File: src/rtl/serial_frame_rx.sv
// rtl/serial_frame_rx.sv - UART-style frame receiver for a strobed serial bit stream
//
// Frame: start(0) | NBITS_DATA data bits LSB first | even parity | stop(1)
// Ports:
//   clk_2        system clock, all state changes on posedge
//   reset        asynchronous active-low clear
//   bit_in       serial data bit
//   bit_valid    bit_in carries a new bit this cycle
//   data_out     last received word (LSB = first data bit)
//   data_valid   one-cycle pulse when data_out updates
//   parity_err   sticky: last completed frame had bad parity
//   frame_err    sticky: last frame had a 0 stop bit
//   frame_count  count of good frames, wraps
//   busy         receiver is inside a frame

module serial_frame_rx #(
  parameter int NBITS_DATA = 8,
  parameter int NBITS_CNT  = 8
) (
  input  logic                  clk_2,
  input  logic                  reset,
  input  logic                  bit_in,
  input  logic                  bit_valid,
  output logic [NBITS_DATA-1:0] data_out,
  output logic                  data_valid,
  output logic                  parity_err,
  output logic                  frame_err,
  output logic [NBITS_CNT-1:0]  frame_count,
  output logic                  busy
);

  localparam int IDXW = (NBITS_DATA > 1) ? $clog2(NBITS_DATA) : 1;
  localparam logic [IDXW-1:0] IDX_LAST = IDXW'(NBITS_DATA - 1);

  typedef enum logic [1:0] {IDLE, DATA, PARITY, STOP} state_t;

  state_t                state, state_nxt;
  logic [NBITS_DATA-1:0] shift_buf, shift_buf_nxt;
  logic [IDXW-1:0]       idx, idx_nxt;
  logic                  perr, perr_nxt;
  logic [NBITS_DATA-1:0] data_out_nxt;
  logic                  data_valid_nxt;
  logic                  parity_err_nxt;
  logic                  frame_err_nxt;
  logic [NBITS_CNT-1:0]  frame_count_nxt;
  logic                  busy_nxt;

  // State register
  always_ff @(posedge clk_2 or negedge reset) begin
    if (!reset) state <= IDLE;
    else        state <= state_nxt;
  end

  // Next-state logic; nothing moves without a bit strobe
  always_comb begin
    state_nxt = state;
    if (bit_valid) begin
      case (state)
        IDLE:    if (!bit_in) state_nxt = DATA;
        DATA:    if (idx == IDX_LAST) state_nxt = PARITY;
        PARITY:  state_nxt = STOP;
        STOP:    state_nxt = IDLE;
        default: state_nxt = IDLE;
      endcase
    end
  end

  // Next values of the datapath and the registered outputs
  always_comb begin
    shift_buf_nxt   = shift_buf;
    idx_nxt         = idx;
    perr_nxt        = perr;
    data_out_nxt    = data_out;
    data_valid_nxt  = 1'b0;
    parity_err_nxt  = parity_err;
    frame_err_nxt   = frame_err;
    frame_count_nxt = frame_count;
    busy_nxt        = (state_nxt != IDLE);
    if (bit_valid) begin
      case (state)
        IDLE: begin
          if (!bit_in) begin
            // Error flags describe the frame in progress, so a new start clears them
            idx_nxt        = '0;
            parity_err_nxt = 1'b0;
            frame_err_nxt  = 1'b0;
          end
        end
        DATA: begin
          shift_buf_nxt[idx] = bit_in;
          idx_nxt            = idx + IDXW'(1);
        end
        PARITY: begin
          // Even parity: nonzero XOR over data and parity bit is a mismatch
          perr_nxt = (^shift_buf) ^ bit_in;
        end
        STOP: begin
          if (bit_in) begin
            // Word is delivered even with bad parity; only good frames are counted
            data_out_nxt   = shift_buf;
            data_valid_nxt = 1'b1;
            parity_err_nxt = perr;
            if (!perr) frame_count_nxt = frame_count + NBITS_CNT'(1);
          end else begin
            frame_err_nxt = 1'b1;
          end
        end
        default: ;
      endcase
    end
  end

  // Datapath and output registers
  always_ff @(posedge clk_2 or negedge reset) begin
    if (!reset) begin
      shift_buf   <= '0;
      idx         <= '0;
      perr        <= 1'b0;
      data_out    <= '0;
      data_valid  <= 1'b0;
      parity_err  <= 1'b0;
      frame_err   <= 1'b0;
      frame_count <= '0;
      busy        <= 1'b0;
    end else begin
      shift_buf   <= shift_buf_nxt;
      idx         <= idx_nxt;
      perr        <= perr_nxt;
      data_out    <= data_out_nxt;
      data_valid  <= data_valid_nxt;
      parity_err  <= parity_err_nxt;
      frame_err   <= frame_err_nxt;
      frame_count <= frame_count_nxt;
      busy        <= busy_nxt;
    end
  end

endmodule

File: config.mk
export PLATFORM = sky130hd
export DESIGN_NAME = serial_frame_rx
export DESIGN_NICKNAME = d
export VERILOG_FILES = /design/src/rtl/serial_frame_rx.sv
export SDC_FILE = /design/constraint.sdc
export NUM_CORES = 1
export LEC_CHECK = 0
export CAP_MARGIN = 20
export CELL_PAD_IN_SITES_DETAIL_PLACEMENT = 0
export CELL_PAD_IN_SITES_GLOBAL_PLACEMENT = 2
export CORE_ASPECT_RATIO = 0.8
export CORE_MARGIN = 2
export CORE_UTILIZATION = 36
export CTS_BUF_LIST = sky130_fd_sc_hd__clkbuf_8
export DETAILED_ROUTE_END_ITERATION = 12
export GPL_ROUTABILITY_DRIVEN = 0
export PLACE_DENSITY = 0.92
export RECOVER_POWER = 25
export SLEW_MARGIN = 20
export SYNTH_ARGS = -nofsm -noshare
export SYNTH_HDL_FRONTEND = slang
export SYNTH_SLANG_ARGS = --single-unit
File: constraint.sdc
create_clock -name clk_2 -period 1.6 [get_ports clk_2]
set_input_delay 0.32 -clock clk_2 [delete_from_list [all_inputs] [get_ports clk_2]]
set_output_delay 0.32 -clock clk_2 [all_outputs]
set_load 0.01 [all_outputs]
==> results by group <==
Logic synthesis
  – Gate count of the mapped netlist: 139
  – Post-synth top area share: 0.543
  – Synthesized flop and latch total: 34
  – Seq/Total Area, Yosys: 0.543
  – Dominant register cell in the synthesized netlist: sky130_fd_sc_hd__dfrtp_1
  – Number of synthesis warnings: 0
  – Count of flip-flops with a built-in enable after synthesis: 0
  – Avg Cell Area, Syn: 11.3 um2
  – Dominant cell type by area after synthesis: sky130_fd_sc_hd__dfrtp_1
  – Asr flop ratio synth: 1.00
  – Cell types occupying the most area after synthesis: sky130_fd_sc_hd__dfrtp_1, sky130_fd_sc_hd__nand2_1, sky130_fd_sc_hd__xnor2_1, sky130_fd_sc_hd__mux2_2, sky130_fd_sc_hd__ha_1
  – Synthesized net count: 146
  – Synthesized area: 1570 um2
  – Number of unique standard cell types used by synthesis: 32

Worst setup path
  – Max FO, Critical Path: 4
  – Number of cells on the worst reg-to-reg path: 4
  – Slowest stage cell on the critical path: sky130_fd_sc_hd__clkdlybuf4s50_1
  – Worst setup path endpoint: frame_count[1]
  – Crit path cell chain: clkdlybuf4s50_1
  – Data arrival time of the worst path: 1.23 ns
  – Worst endpoint required time: 1.28 ns
  – Delay of the slowest cell on the worst path: 0.55 ns
  – Origin of the worst setup path: frame_count[1]
  – Reg-to-Reg End: perr
  – Stages on the worst setup path: 1
  – Startpoint of the most critical register-to-register path: shift_buf[7]
  – CP Capture Type: output pin
  – Gate family responsible for the most delay along the worst path: buffers and inverters
  – Type of the worst setup path: register to output pin
  – Setup crit start kind: register
  – Total buffers and inverters traversed by the critical path: 1
  – Worst reg-to-reg setup slack: 0.16 ns

STA
  – Setup repair after global routing missed its margin: false
  – F_max: 647 MHz
  – Relative slew slack: 0.461
  – Worst setup slack after layout: 0.0533 ns
  – Fin Hold WS: 0.472 ns
  – Final setup fails: 0
  – Share of the clock period used by the worst path after layout: 0.967
  – Final hold violation count: 0
  – Min Clock Period, post-route: 1.55 ns
  – Largest clock skew in the final design: 0.00719 ns
  – Worst-margin pin slew: 0.808 ns
  – Setup Total Neg Slack: 0 ns
  – Max-slew violations: 0

Floorplanning
  – Floorplan die area: 4900 um2
  – Die extent in x: 77.8 um
  – Core Region: 4180 um2
  – Number of top-level design ports: 24
  – Count of standard-cell rows: 21
  – Initial standard-cell utilization of the core: 0.375
  – Die outline height: 63.0 um

Route
  – DRT Pass-1 Iters: 4
  – Routed wirelength normalized by instance count: 12.2 um
  – DRT iter0 DRCs: 28
  – Final routed DRC violation total: 0
  – Vias per cell: 4.59
  – Detailed-route via count: 1111
  – Remaining number of nets flagged by the antenna check after routing: 0
  – Total routed wirelength: 2.94 mm

Flow run
  – Max-Cap Viols: 0

Pwr
  – Total power divided by cell area: 1590 nW/um2
  – Max VDD drop: 0.00101 V
  – LEAKAGE: 0.000997 uW

Global route
  – Vias in the first global route: 1135
  – First-pass GRT wire length: 5.25 mm
  – Remaining global-route overflow: 0
  – Maximum number of pins on one net before global-route repair: 35
  – GRT Util Overall: 0.140
  – Number of antenna violations at the first check in global routing: 0

Clocking
  – Number of buffers added by the clock tree synthesis step: 5
  – Hold buffer count at cts: 0
  – CTS Sinks: 34
  – CTS tree: yes
  – Bufs on Longest Clock Path: 2
  – CTS clk-pin slew, worst paths: 0.07 ns
  – Worst skew pair latency: 0.29 ns
  – Count of H-tree levels built during CTS: 2
  – Clock tree root buffer cell: sky130_fd_sc_hd__clkbuf_8

Final layout
  – Final Instance Count excl. Fillers: 242
  – Final instance area: 2090 um2
  – # diodes: 0
  – Sequential cell area: 852 um2
  – Net total in the final layout: 191
  – Most frequent standard cell in the layout excluding fill and tap cells: sky130_fd_sc_hd__dfrtp_1
  – Layout Area Growth over Synthesis: 33.5%
  – Fraction of layout cells with a size suffix above 1: 0.222
  – Fill cell count: 367
  – Multi-input gate area in the final layout: 669 um2
  – Leading cell types in the layout, fill and taps excluded: sky130_fd_sc_hd__dfrtp_1, sky130_fd_sc_hd__nand2_1, sky130_fd_sc_hd__clkdlybuf4s50_1, sky130_fd_sc_hd__buf_4, sky130_fd_sc_hd__xnor2_1

Status
  – Run status: complete, no violations

Placement
  – Inst Count DP: 230
  – Half-perimeter wire length after detailed placement: 2.10 mm
  – Post-placement cell area: 1960 um2
  – Number of port buffers: 23
  – Pre-CTS setup slack: -0.232 ns

Worst hold path
  – Class of the tightest hold or removal check: register to register
[cell families after synthesis]
group,synth area share
flip-flops,0.543
XOR/XNOR,0.0870
multiplexers,0.0575
AND/OR/NAND/NOR,0.201
adder cells (fa/ha/maj),0.0239
buffers and inverters,0.0303
AO/OA/AOI/OAI,0.0575
[through the flow]
step	util	power, uW
floorplan	-	2130
global placement	0.468	2530
detailed placement	0.468	2580
CTS	0.494	3360
global route	0.501	3560
finish	0.501	3330
[cells in the mapped netlist (2+ instances only)]
cell and number:
sky130_fd_sc_hd__dfrtp_1 34, sky130_fd_sc_hd__nand2_1 32, sky130_fd_sc_hd__xnor2_1 11, sky130_fd_sc_hd__mux2_2 8
sky130_fd_sc_hd__o21ai_0 6, sky130_fd_sc_hd__buf_4 4, sky130_fd_sc_hd__nand3b_1 4, sky130_fd_sc_hd__nand4_1 4
sky130_fd_sc_hd__ha_1 3, sky130_fd_sc_hd__a21oi_1 2, sky130_fd_sc_hd__a22o_1 2, sky130_fd_sc_hd__a31oi_1 2
sky130_fd_sc_hd__and3_1 2, sky130_fd_sc_hd__buf_2 2, sky130_fd_sc_hd__nand3_1 2, sky130_fd_sc_hd__nor2_1 2
sky130_fd_sc_hd__nor3_1 2, sky130_fd_sc_hd__nor3b_1 2, sky130_fd_sc_hd__xor2_1 2
[state kept, by name, indices dropped and copies added, names as in the netlist]
signal / cells
shift_buf: 8
frame_err: 1
data_valid: 1
frame_count: 8
busy: 1
state: 2
parity_err: 1
perr: 1
idx: 3
data_out: 8
[where the power goes]
part	switching, uW	internal (uW)
clock network	302	453
logic	535	728
registers	205	1110
total	1040	2290
[layout make-up]
type | count | share of cell area
flip-flops and latches | 34 | 0.407
multi-input cells | 97 | 0.320
repair buffers | 44 | 0.185
well taps | 57 | 0.0341
clock buffers | 5 | 0.0329
clock inverters | 3 | 0.0179
inverters | 2 | 0.00359
[routing by layer]
metal,share of wire,track usage,routed length (um),vias to the layer above
met5,0,0,0,-
met2,0.43,0.207,1270,24
met1,0.51,0.186,1490,518
met4,0.022,0.0737,65,0
li1,-,-,-,562
met3,0.039,0.0390,115,7
[timing repair]
item / CTS / global route
gates cloned: 0 / 0
gates resized for setup: 1 / 2
setup buffers: 0 / 4
setup endpoints to repair: 1 / 4
[worst reg2reg max path, stage by stage (launching register included)]
cell and delay, ns:
sky130_fd_sc_hd__dfrtp_1 0.42, sky130_fd_sc_hd__xnor2_1 0.25, sky130_fd_sc_hd__xnor3_1 0.37, sky130_fd_sc_hd__xnor2_1 0.22
sky130_fd_sc_hd__o21ai_1 0.08
[how the worst min path moves through the flow]
stage	slack (ns)	end	cells after the start	start
2_1_floorplan	0.02	busy	0	reset
3_3_place_gp	0.46	data_out[7]	2	data_out[7]
3_5_place_dp	0.46	data_out[2]	2	data_out[2]
4_1_cts	0.45	data_out[6]	2	reset
5_1_grt	0.51	frame_count[7]	1	frame_count[7]
6_report	0.47	frame_count[7]	1	frame_count[7]
No activity file was read; power rests on OpenSTA's default activity.
